--- src/rtl/rtc_pkg.sv ---
// Shared definitions for the RTC timestamp core.
// Contents:
//   NS_PER_SEC, NS_HALF_SEC : nanosecond rollover and PPS threshold
//   INCR_INT_W, SEC_MAX_W   : integer-ns bits of the increment, widest seconds counter
//   incr_width()            : total width of the fixed-point per-cycle increment
//   capt_rec_t              : one capture record {sec, nsec, valid, ovf}
package rtc_pkg;

    localparam int unsigned NS_PER_SEC  = 32'd1_000_000_000;
    localparam int unsigned NS_HALF_SEC = 32'd500_000_000;
    localparam int unsigned INCR_INT_W  = 8;
    localparam int unsigned SEC_MAX_W   = 48;

    // Increment is unsigned fixed point: INCR_INT_W integer ns bits over frac_w fraction bits.
    function automatic int unsigned incr_width(input int unsigned frac_w);
        return INCR_INT_W + frac_w;
    endfunction

    // Seconds held at the widest legal width; channels narrow it on output.
    typedef struct packed {
        logic [SEC_MAX_W-1:0] sec;
        logic [31:0]          nsec;
        logic                 valid;
        logic                 ovf;
    } capt_rec_t;

endpackage

--- src/rtl/rtc_capt_chan.sv ---
// One timestamp capture channel.
// A 2-FF synchroniser feeds a rising-edge detector. A detected edge latches the
// current time and sets capt_valid. An edge seen while the record is still valid
// sets sticky capt_ovf and leaves the record alone. capt_ack clears valid/ovf; an
// edge arriving together with capt_ack starts a fresh capture.
// Ports:
//   clk, rst              : clock, async active-high reset
//   capt_in               : asynchronous capture strobe
//   capt_ack              : consumer acknowledge
//   rtc_sec, rtc_nsec     : live time from the core
//   capt_valid, capt_ovf  : record status
//   capt_sec, capt_nsec   : latched time
module rtc_capt_chan
    import rtc_pkg::*;
#(
    parameter int unsigned SEC_WIDTH = 32
) (
    input  logic                 clk,
    input  logic                 rst,
    input  logic                 capt_in,
    input  logic                 capt_ack,
    input  logic [SEC_WIDTH-1:0] rtc_sec,
    input  logic [31:0]          rtc_nsec,
    output logic                 capt_valid,
    output logic                 capt_ovf,
    output logic [SEC_WIDTH-1:0] capt_sec,
    output logic [31:0]          capt_nsec
);

    // [0],[1]: synchroniser stages; [2]: previous synchronised level for edge detect
    logic [2:0] sync_q;
    logic       rise;
    capt_rec_t  rec_q;
    capt_rec_t  rec_d;

    // Synchroniser and record registers
    always_ff @(posedge clk or posedge rst) begin
        if (rst) begin
            sync_q <= '0;
            rec_q  <= '0;
        end else begin
            sync_q <= {sync_q[1:0], capt_in};
            rec_q  <= rec_d;
        end
    end

    // Capture / overflow / acknowledge update
    always_comb begin
        rise  = sync_q[1] & ~sync_q[2];
        rec_d = rec_q;
        if (rise) begin
            if (!rec_q.valid || capt_ack) begin
                rec_d.sec   = SEC_MAX_W'(rtc_sec);
                rec_d.nsec  = rtc_nsec;
                rec_d.valid = 1'b1;
                rec_d.ovf   = 1'b0;
            end else begin
                rec_d.ovf   = 1'b1;
            end
        end else if (capt_ack) begin
            rec_d.valid = 1'b0;
            rec_d.ovf   = 1'b0;
        end
    end

    assign capt_valid = rec_q.valid;
    assign capt_ovf   = rec_q.ovf;
    assign capt_sec   = rec_q.sec[SEC_WIDTH-1:0];
    assign capt_nsec  = rec_q.nsec;

    // Upper seconds bits are always zero for narrow counters
    if (SEC_WIDTH < SEC_MAX_W) begin : g_sec_pad
        logic unused_sec_pad;
        assign unused_sec_pad = ^rec_q.sec[SEC_MAX_W-1:SEC_WIDTH];
    end

endmodule

--- src/rtl/rtc_tstamp_core.sv ---
// Real-time clock with fixed-point per-cycle increment, absolute time load,
// one-shot phase adjust, PPS output and optional timestamp capture channels.
// Optional feature macro: RTC_CAPTURE_EN (capture channels; outputs tied 0 otherwise).
// Ports:
//   clk, rst                              : clock, async active-high reset
//   timeset, timeset_sec, timeset_nsec    : absolute time load (nsec must be < 1e9)
//   timeset_err                           : one-cycle pulse on rejected load
//   adj_valid, adj_nsec                   : one-shot signed ns offset
//   incr_load, incr_val                   : new per-cycle increment (ns, fixed point)
//   rtc_sec, rtc_nsec, rtc_frac           : current time
//   pps_out                               : high during the first half of each second
//   capt_in, capt_ack                     : per-channel capture strobe / acknowledge
//   capt_valid, capt_ovf, capt_sec, capt_nsec : per-channel capture records (packed)
module rtc_tstamp_core
    import rtc_pkg::*;
#(
    parameter int unsigned CLOCK_FREQUENCY = 125_000_000,
    parameter int unsigned SEC_WIDTH       = 32,
    parameter int unsigned FRAC_WIDTH      = 16,
    parameter int unsigned NUM_CAPT        = 4
) (
    input  logic                                clk,
    input  logic                                rst,
    input  logic                                timeset,
    input  logic [SEC_WIDTH-1:0]                timeset_sec,
    input  logic [31:0]                         timeset_nsec,
    output logic                                timeset_err,
    input  logic                                adj_valid,
    input  logic [31:0]                         adj_nsec,
    input  logic                                incr_load,
    input  logic [incr_width(FRAC_WIDTH)-1:0]   incr_val,
    output logic [SEC_WIDTH-1:0]                rtc_sec,
    output logic [31:0]                         rtc_nsec,
    output logic [FRAC_WIDTH-1:0]               rtc_frac,
    output logic                                pps_out,
    input  logic [NUM_CAPT-1:0]                 capt_in,
    input  logic [NUM_CAPT-1:0]                 capt_ack,
    output logic [NUM_CAPT-1:0]                 capt_valid,
    output logic [NUM_CAPT-1:0]                 capt_ovf,
    output logic [NUM_CAPT*SEC_WIDTH-1:0]       capt_sec,
    output logic [NUM_CAPT*32-1:0]              capt_nsec
);

    localparam int unsigned        INCR_W      = incr_width(FRAC_WIDTH);
    localparam logic [63:0]        INCR_RST_64 = (64'(NS_PER_SEC) << FRAC_WIDTH) / 64'(CLOCK_FREQUENCY);
    localparam logic [INCR_W-1:0]  INCR_RST    = INCR_W'(INCR_RST_64);
    localparam logic signed [33:0] NS_S        = 34'(NS_PER_SEC);
    localparam logic signed [33:0] NS2_S       = NS_S + NS_S;
    localparam logic signed [33:0] NEG_NS_S    = -NS_S;

    logic [SEC_WIDTH-1:0]  sec_q,  sec_d;
    logic [31:0]           nsec_q, nsec_d;
    logic [FRAC_WIDTH-1:0] frac_q, frac_d;
    logic [INCR_W-1:0]     incr_q, incr_d;
    logic                  err_d;
    logic                  pps_d;

    logic [FRAC_WIDTH:0]   frac_sum;
    logic signed [33:0]    adj_ext;
    logic signed [33:0]    adj_add;
    logic signed [33:0]    ns_sum;
    logic                  adj_ok;

    // Timebase registers
    always_ff @(posedge clk or posedge rst) begin
        if (rst) begin
            sec_q       <= '0;
            nsec_q      <= '0;
            frac_q      <= '0;
            incr_q      <= INCR_RST;
            timeset_err <= 1'b0;
            pps_out     <= 1'b0;
        end else begin
            sec_q       <= sec_d;
            nsec_q      <= nsec_d;
            frac_q      <= frac_d;
            incr_q      <= incr_d;
            timeset_err <= err_d;
            pps_out     <= pps_d;
        end
    end

    // Next time: increment plus optional adjust, normalised into [0, 1e9); timeset overrides
    always_comb begin
        frac_sum = {1'b0, frac_q} + {1'b0, incr_q[FRAC_WIDTH-1:0]};
        adj_ext  = {{2{adj_nsec[31]}}, adj_nsec};
        // Out-of-range offsets are ignored; a concurrent timeset drops the adjust
        adj_ok   = adj_valid && !timeset && (adj_ext < NS_S) && (adj_ext > NEG_NS_S);
        adj_add  = adj_ok ? adj_ext : 34'sd0;
        ns_sum   = $signed(34'(nsec_q))
                 + $signed(34'(incr_q[INCR_W-1:FRAC_WIDTH]))
                 + $signed(34'(frac_sum[FRAC_WIDTH]))
                 + adj_add;

        sec_d  = sec_q;
        nsec_d = 32'(ns_sum);
        frac_d = frac_sum[FRAC_WIDTH-1:0];
        err_d  = 1'b0;
        incr_d = incr_load ? incr_val : incr_q;

        if (ns_sum < 34'sd0) begin
            nsec_d = 32'(ns_sum + NS_S);
            sec_d  = sec_q - SEC_WIDTH'(1);
        end else if (ns_sum >= NS2_S) begin
            // Only reachable with a near-maximal positive adjust at the top of a second
            nsec_d = 32'(ns_sum - NS2_S);
            sec_d  = sec_q + SEC_WIDTH'(2);
        end else if (ns_sum >= NS_S) begin
            nsec_d = 32'(ns_sum - NS_S);
            sec_d  = sec_q + SEC_WIDTH'(1);
        end

        if (timeset) begin
            if (timeset_nsec < NS_PER_SEC) begin
                sec_d  = timeset_sec;
                nsec_d = timeset_nsec;
                frac_d = '0;
            end else begin
                err_d  = 1'b1;
            end
        end

        // Registered from the next value so pps_out lines up with rtc_nsec
        pps_d = (nsec_d < NS_HALF_SEC);
    end

    assign rtc_sec  = sec_q;
    assign rtc_nsec = nsec_q;
    assign rtc_frac = frac_q;

`ifdef RTC_CAPTURE_EN
    // One capture channel per input
    for (genvar i = 0; i < NUM_CAPT; i++) begin : g_capt
        rtc_capt_chan #(
            .SEC_WIDTH(SEC_WIDTH)
        ) u_chan (
            .clk       (clk),
            .rst       (rst),
            .capt_in   (capt_in[i]),
            .capt_ack  (capt_ack[i]),
            .rtc_sec   (sec_q),
            .rtc_nsec  (nsec_q),
            .capt_valid(capt_valid[i]),
            .capt_ovf  (capt_ovf[i]),
            .capt_sec  (capt_sec[i*SEC_WIDTH +: SEC_WIDTH]),
            .capt_nsec (capt_nsec[i*32 +: 32])
        );
    end
`else
    assign capt_valid = '0;
    assign capt_ovf   = '0;
    assign capt_sec   = '0;
    assign capt_nsec  = '0;

    logic unused_capt;
    assign unused_capt = ^{capt_in, capt_ack};
`endif

endmodule

--- config.mk ---
export PLATFORM = sky130hd
export DESIGN_NAME = rtc_tstamp_core
export DESIGN_NICKNAME = d
export VERILOG_FILES = /design/src/rtl/rtc_pkg.sv /design/src/rtl/rtc_capt_chan.sv /design/src/rtl/rtc_tstamp_core.sv
export SDC_FILE = /design/constraint.sdc
export NUM_CORES = 1
export LEC_CHECK = 0
export CAP_MARGIN = 30
export CORE_AREA = 2 2 186 188
export DETAILED_ROUTE_END_ITERATION = 8
export DIE_AREA = 0 0 188 190
export PLACE_DENSITY = 0.75
export SLEW_MARGIN = 25
export SYNTH_ARGS = -nofsm -noshare
export SYNTH_HDL_FRONTEND = slang
export SYNTH_HIERARCHICAL = 1
export SYNTH_SLANG_ARGS = --single-unit
--- constraint.sdc ---
create_clock -name clk -period 8.8 [get_ports clk]
set_input_delay 1.76 -clock clk [delete_from_list [all_inputs] [get_ports clk]]
set_output_delay 1.76 -clock clk [all_outputs]
set_load 0.03 [all_outputs]
After elaboration in Yosys (flattened, before gate mapping)
Index checks and enable logic that the tools add are counted.
{"block": "classes", "reduce_logical": 4, "magnitude_cmp": 7, "addsub": 10, "muxes": 15}
{"cell": "2-to-1 mux 32 bit", "n": 10}
{"cell": "adder 33 x 1 -> 34 bit", "n": 1}
{"cell": "adder 34 bit", "n": 1}
{"cell": "greater-or-equal comparator 34 x 31 -> 1 bit (second input constant)", "n": 1}
{"cell": "greater-or-equal comparator 34 x 32 -> 1 bit (second input constant)", "n": 1}
{"cell": "< comparator 34 x 1 -> 1 bit (second input constant)", "n": 1}
{"cell": "2-to-1 mux 34 bit", "n": 1}
{"cell": "adder 32 x 8 -> 33 bit", "n": 1}
{"cell": "adder 32 x 1 -> 32 bit (second input constant)", "n": 1}
{"cell": "adder 32 x 2 -> 32 bit (second input constant)", "n": 1}
{"cell": "adder 32 x 31 -> 32 bit (second input constant)", "n": 1}
{"cell": "greater-than comparator 32 x 31 -> 1 bit (second input constant)", "n": 1}
{"cell": "< comparator 32 x 29 -> 1 bit (second input constant)", "n": 1}
{"cell": "< comparator 32 x 30 -> 1 bit (second input constant)", "n": 1}
{"cell": "< comparator 32 x 31 -> 1 bit (second input constant)", "n": 1}
{"cell": "2-to-1 mux 16 bit", "n": 2}
{"cell": "subtractor 32 x 1 -> 32 bit (second input constant)", "n": 1}
{"cell": "subtractor 32 x 31 -> 32 bit (second input constant)", "n": 1}
{"cell": "subtractor 32 bit (second input constant)", "n": 1}
{"cell": "adder 16 x 16 -> 17 bit", "n": 1}
{"cell": "logical AND 1 bit", "n": 3}
{"cell": "2-to-1 mux 1 bit", "n": 2}
{"cell": "zero test 1 bit", "n": 1}
{"block": "word_totals", "ff_bits": 106, "elab_cells": 42, "input_bits": 133}

Depth between registers and ports, before layout
{"block": "depth", "depth_word": 13, "depth_mapped": 40, "depth_no_buf": 39}

Least setup slack after synthesis
Ideal clock, no wire load.
{"block": "synth_path", "path_type": "in2reg", "from": "input adj_nsec[10]", "to": "register pps_out", "cell_stages": 33, "arrival_ps": 8305, "path_slack_ps": 362, "path_buffers": 1, "setup_ps": 134, "path_cell_list": "o21ai_0 > a21oi_1 > or4_1 > a41o_1 > a41o_1 > o21ai_1 > and2_1 > nand2_1 > fa_1 > inv_1 > ha_1 > inv_1 > fa_1 > nand2b_1 > a21o_1 > a211o_1 > nand3_1 > and2_1 > inv_1 > ha_1 > a31oi_1 > o211ai_1 > a311oi_1 > o21bai_1 > o2111ai_4 > and3_1 > buf_2 > o2bb2ai_1 > or4_1 > a21oi_1 > a2111oi_4 > o311ai_1 > nand3_1"}
{"block": "synth_between", "elab_chain_cells": 12, "elab_cells_between_ends": 18, "classes_between": "4 x add/sub; 6 x order compare; 6 x mux; 2 x reduce/logical"}
{"element": "from (decl)", "line_no": "rtc_tstamp_core.sv:29", "text": "input logic [31:0] adj_nsec,"}
{"element": "< comparator 32 x 31 -> 1 bit", "line_no": "rtc_tstamp_core.sv:88", "text": "adj_ok = adj_valid && !timeset && (adj_ext < NS_S) && (adj_ext > NEG_NS_S);"}
{"element": "logical AND 1 bit (2 in series)", "line_no": "rtc_tstamp_core.sv:88"}
{"element": "2-to-1 mux 34 bit *", "line_no": "rtc_tstamp_core.sv:89", "text": "adj_add = adj_ok ? adj_ext : 34'sd0;"}
{"element": "adder 34 bit *", "line_no": "rtc_tstamp_core.sv:93", "text": "+ adj_add;"}
{"element": "subtractor 32 x 31 -> 32 bit / greater-or-equal comparator 34 x 31 -> 1 bit (equally long branches)", "line_no": "rtc_tstamp_core.sv:109, rtc_tstamp_core.sv:108"}
{"element": "2-to-1 mux 32 bit", "line_no": "rtc_tstamp_core.sv:108", "text": "end else if (ns_sum >= NS_S) begin"}
{"element": "2-to-1 mux 32 bit", "line_no": "rtc_tstamp_core.sv:104", "text": "end else if (ns_sum >= NS2_S) begin"}
{"element": "2-to-1 mux 32 bit *", "line_no": "rtc_tstamp_core.sv:101", "text": "if (ns_sum < 34'sd0) begin"}
{"element": "2-to-1 mux 32 bit", "line_no": "rtc_tstamp_core.sv:114", "text": "if (timeset_nsec < NS_PER_SEC) begin"}
{"element": "2-to-1 mux 32 bit *", "line_no": "rtc_tstamp_core.sv:113", "text": "if (timeset) begin"}
{"element": "< comparator 32 x 29 -> 1 bit *", "line_no": "rtc_tstamp_core.sv:124", "text": "pps_d = (nsec_d < NS_HALF_SEC);"}
{"element": "via pps_d", "line_no": "rtc_tstamp_core.sv:56", "text": "logic pps_d;"}
{"element": "to (signal assigned)", "line_no": "rtc_tstamp_core.sv:79", "text": "pps_out <= pps_d;"}
{"element": "to (decl)", "line_no": "rtc_tstamp_core.sv:35", "text": "output logic pps_out,"}
The timed path passes the listed nets; every way through them passes the cells marked *.
A chain may end at the register's enable or synchronous reset.

Worst setup path in the final report
{"block": "layout_path", "from": "input adj_nsec[19]", "to": "register pps_out"}
The elaborated chain is that of the path after synthesis.

==> results.json <==
{
  "status": "completed",
  "via_per_inst": 5.06,
  "antennaDiodeCount": 0,
  "power_mw": 6.64,
  "synth_warnings": 6,
  "placed_cells": 2570,
  "hold_path_class": "reg2reg",
  "path_max_fanout": 5,
  "layout_min_cycle_time_ns": 8.52,
  "tns_ns": 0,
  "start_util": 0.377,
  "area_delta_synth_final_pct": 39.2,
  "dieWidth_um": 188,
  "clkSlewWorstSetupHoldPaths_ns": 0.08,
  "gp_congestion": 0.917,
  "ir_drop_uv": 168,
  "cp-start-kind": "primary input",
  "grt_most_used_layer": "met2",
  "synth_cells": 1610,
  "cts_tree": "yes",
  "fillCellCount": 3241,
  "r2r_cells": 42,
  "synth_most_common_cell": "buf_4",
  "wl_per_cell_um": 16.7,
  "io_buffers": 206,
  "met1_usage": 0.297,
  "ys_ff_latch": 106,
  "wl_mm": 43.6,
  "hold_buffers": 0,
  "clk_latency_ns": 0.37,
  "yosysTopAreaCell": "dfrtp_1",
  "crit_slowest_cell": "or4_4",
  "synthDistinctLibCells": 101,
  "maxSlewHeadroom": 0.426,
  "synth.top_cells.by_count": "267 x buf_4, 159 x nand2_1, 105 x dfrtp_1",
  "fmax_ghz": 0.117,
  "clockBufferDepth": 2,
  "hpwl_mm": 35.3,
  "final_layout_size_suffix_gt1_frac": 0.250,
  "final_max_slew_viol_count": 0,
  "antenna_found_initial": 0,
  "yosysSeqAreaShare": 0.207,
  "ys_top_cells_by_area": "dfrtp_1 21%, buf_4 16%, ha_1 8.3%",
  "antenna_left": 0,
  "end_kind": "register",
  "slowest_delay_ns": 0.49,
  "synth_edf_count": 0,
  "die_y_um": 190,
  "io_pins": 479,
  "cts-root-buf": "clkbuf_16",
  "whs_ns": 0.525,
  "overflow": 0,
  "drv_cap": 0,
  "route.vias.total": 13235,
  "yosys_most_used_dff": "dfrtp_1",
  "grt_pass1_vias": 12755,
  "setup_viol": 0,
  "final_cells": 2616,
  "p_per_area_nw_per_um2": 372,
  "drtIter0Drc": 759,
  "fin_util": 0.525,
  "use_met2": 0.410,
  "cellLeakagePower_nw": 8.50,
  "min_delay_path_depth": 1,
  "skew_ns": 0.0105,
  "fin_nets": 2384,
  "yosysTopAreaCellShare": 0.205,
  "grt_usage": 0.234,
  "core_area_um2": 33900,
  "syn-cell-area_um2": 12800,
  "grt_first_pass_wirelength_mm": 66.8,
  "drc_errors": 0,
  "path_class": "in2reg",
  "rows": 68,
  "dr.pass1.iters": 5,
  "arrival_ns": 8.83,
  "async_reset_ff_frac": 1.00,
  "cts_sinks": 106,
  "numCtsBuffers": 9,
  "worstPathRequired_ns": 9.11,
  "tightest_slew_ns": 0.859,
  "htreeDepth": 3,
  "avgSynthCellArea_um2": 7.96,
  "use_met3": 0.0360,
  "grt_max_degree": 73,
  "hold_viol_final": 0,
  "dieArea_um2": 35700,
  "timing.final.crit_share": 0.969
}
## cell type report
cell class,count,area (µm²),area share
Multi-Input combinational cell,1383,9040,0.507
Clock inverter,7,70.1,0.00393
Tap cell,455,569,0.0319
Timing Repair Buffer,600,5060,0.284
Inverter,56,214,0.0120
Clock buffer,9,225,0.0126
Sequential cell,106,2650,0.149
## state kept, by name, indices dropped and copies added, names as in the netlist
| signal | cells |
|---|---|
| rtc_frac | 16 |
| incr_q | 24 |
| pps_out | 1 |
| timeset_err | 1 |
| rtc_nsec | 32 |
| rtc_sec | 32 |
## per-layer routing
layer  up-vias  wire [µm]
li1       6358          -
met1      6286      18900
met2       517      20900
met3        74       2540
met4         0       1200
met5         -          0
## critical path, delay by kind of cell
| kind | cells | cell delay [ns] |
|---|---|---|
| adders and majority gates | 4 | 1.20 |
| and+or+nand+nor | 9 | 1.62 |
| buffers and inverters | 5 | 0.61 |
| AOI/OAI and AO/OA | 16 | 3.50 |
| xor gates and xnor gates | 1 | 0.13 |
## where the power goes
part	internal (mW)	switching [mW]	total, mW
registers	0.669	0.156	0.825
logic	2.51	2.87	5.38
clock network	0.201	0.228	0.429
total	3.38	3.26	6.64
## per-stage QoR
step,cell area (µm²),setup WS [ns]
after floorplan,13800,0.362
after global placement,16900,-0.986
after detailed placement,16900,-1.08
after CTS,17400,-0.0228
after global routing,17800,-0.0583
final,17800,0.276
## cell usage in the layout, fill, tap and decap left out, drive strengths merged, types with 37 or more instances in the layout
master           n
buf            394
conb           264
clkdlybuf4s50  192
nand2          160
dfrtp          105
o21ai          104
nor2           101
a21oi           90
ha              85
inv             58
nor3            50
and3            43
nand3           40
xnor2           37
## worst paths after layout
check / end / from / slack (ns)
max: pps_out / adj_nsec[19] / 0.28
min: incr_q[6] / incr_q[6] / 0.52
max reg2reg: pps_out / rtc_frac[0] / 0.74
min reg2reg: incr_q[6] / incr_q[6] / 0.52
max in group asynchronous: rtc_nsec[27] / rst / 6.01
min in group asynchronous: rtc_sec[7] / rst / 1.76
## timing repair
item / CTS / global route
setup buffers: 6 / 24
resized for setup: 45 / 66
setup endpoints to repair: 51 / 37
pin swaps: 21 / 42
## cells by family after synthesis
logic type / Yosys count / synth area share
AO/OA/AOI/OAI: 415 / 0.230
AND/OR/NAND/NOR: 507 / 0.195
adder cells (fa/ha/maj): 95 / 0.0986
multiplexers: 32 / 0.0271
flip-flops: 106 / 0.207
buffers and inverters: 384 / 0.193
XOR/XNOR: 70 / 0.0484
other: 1 / 0.000293
(Power assumes the default switching activity.)
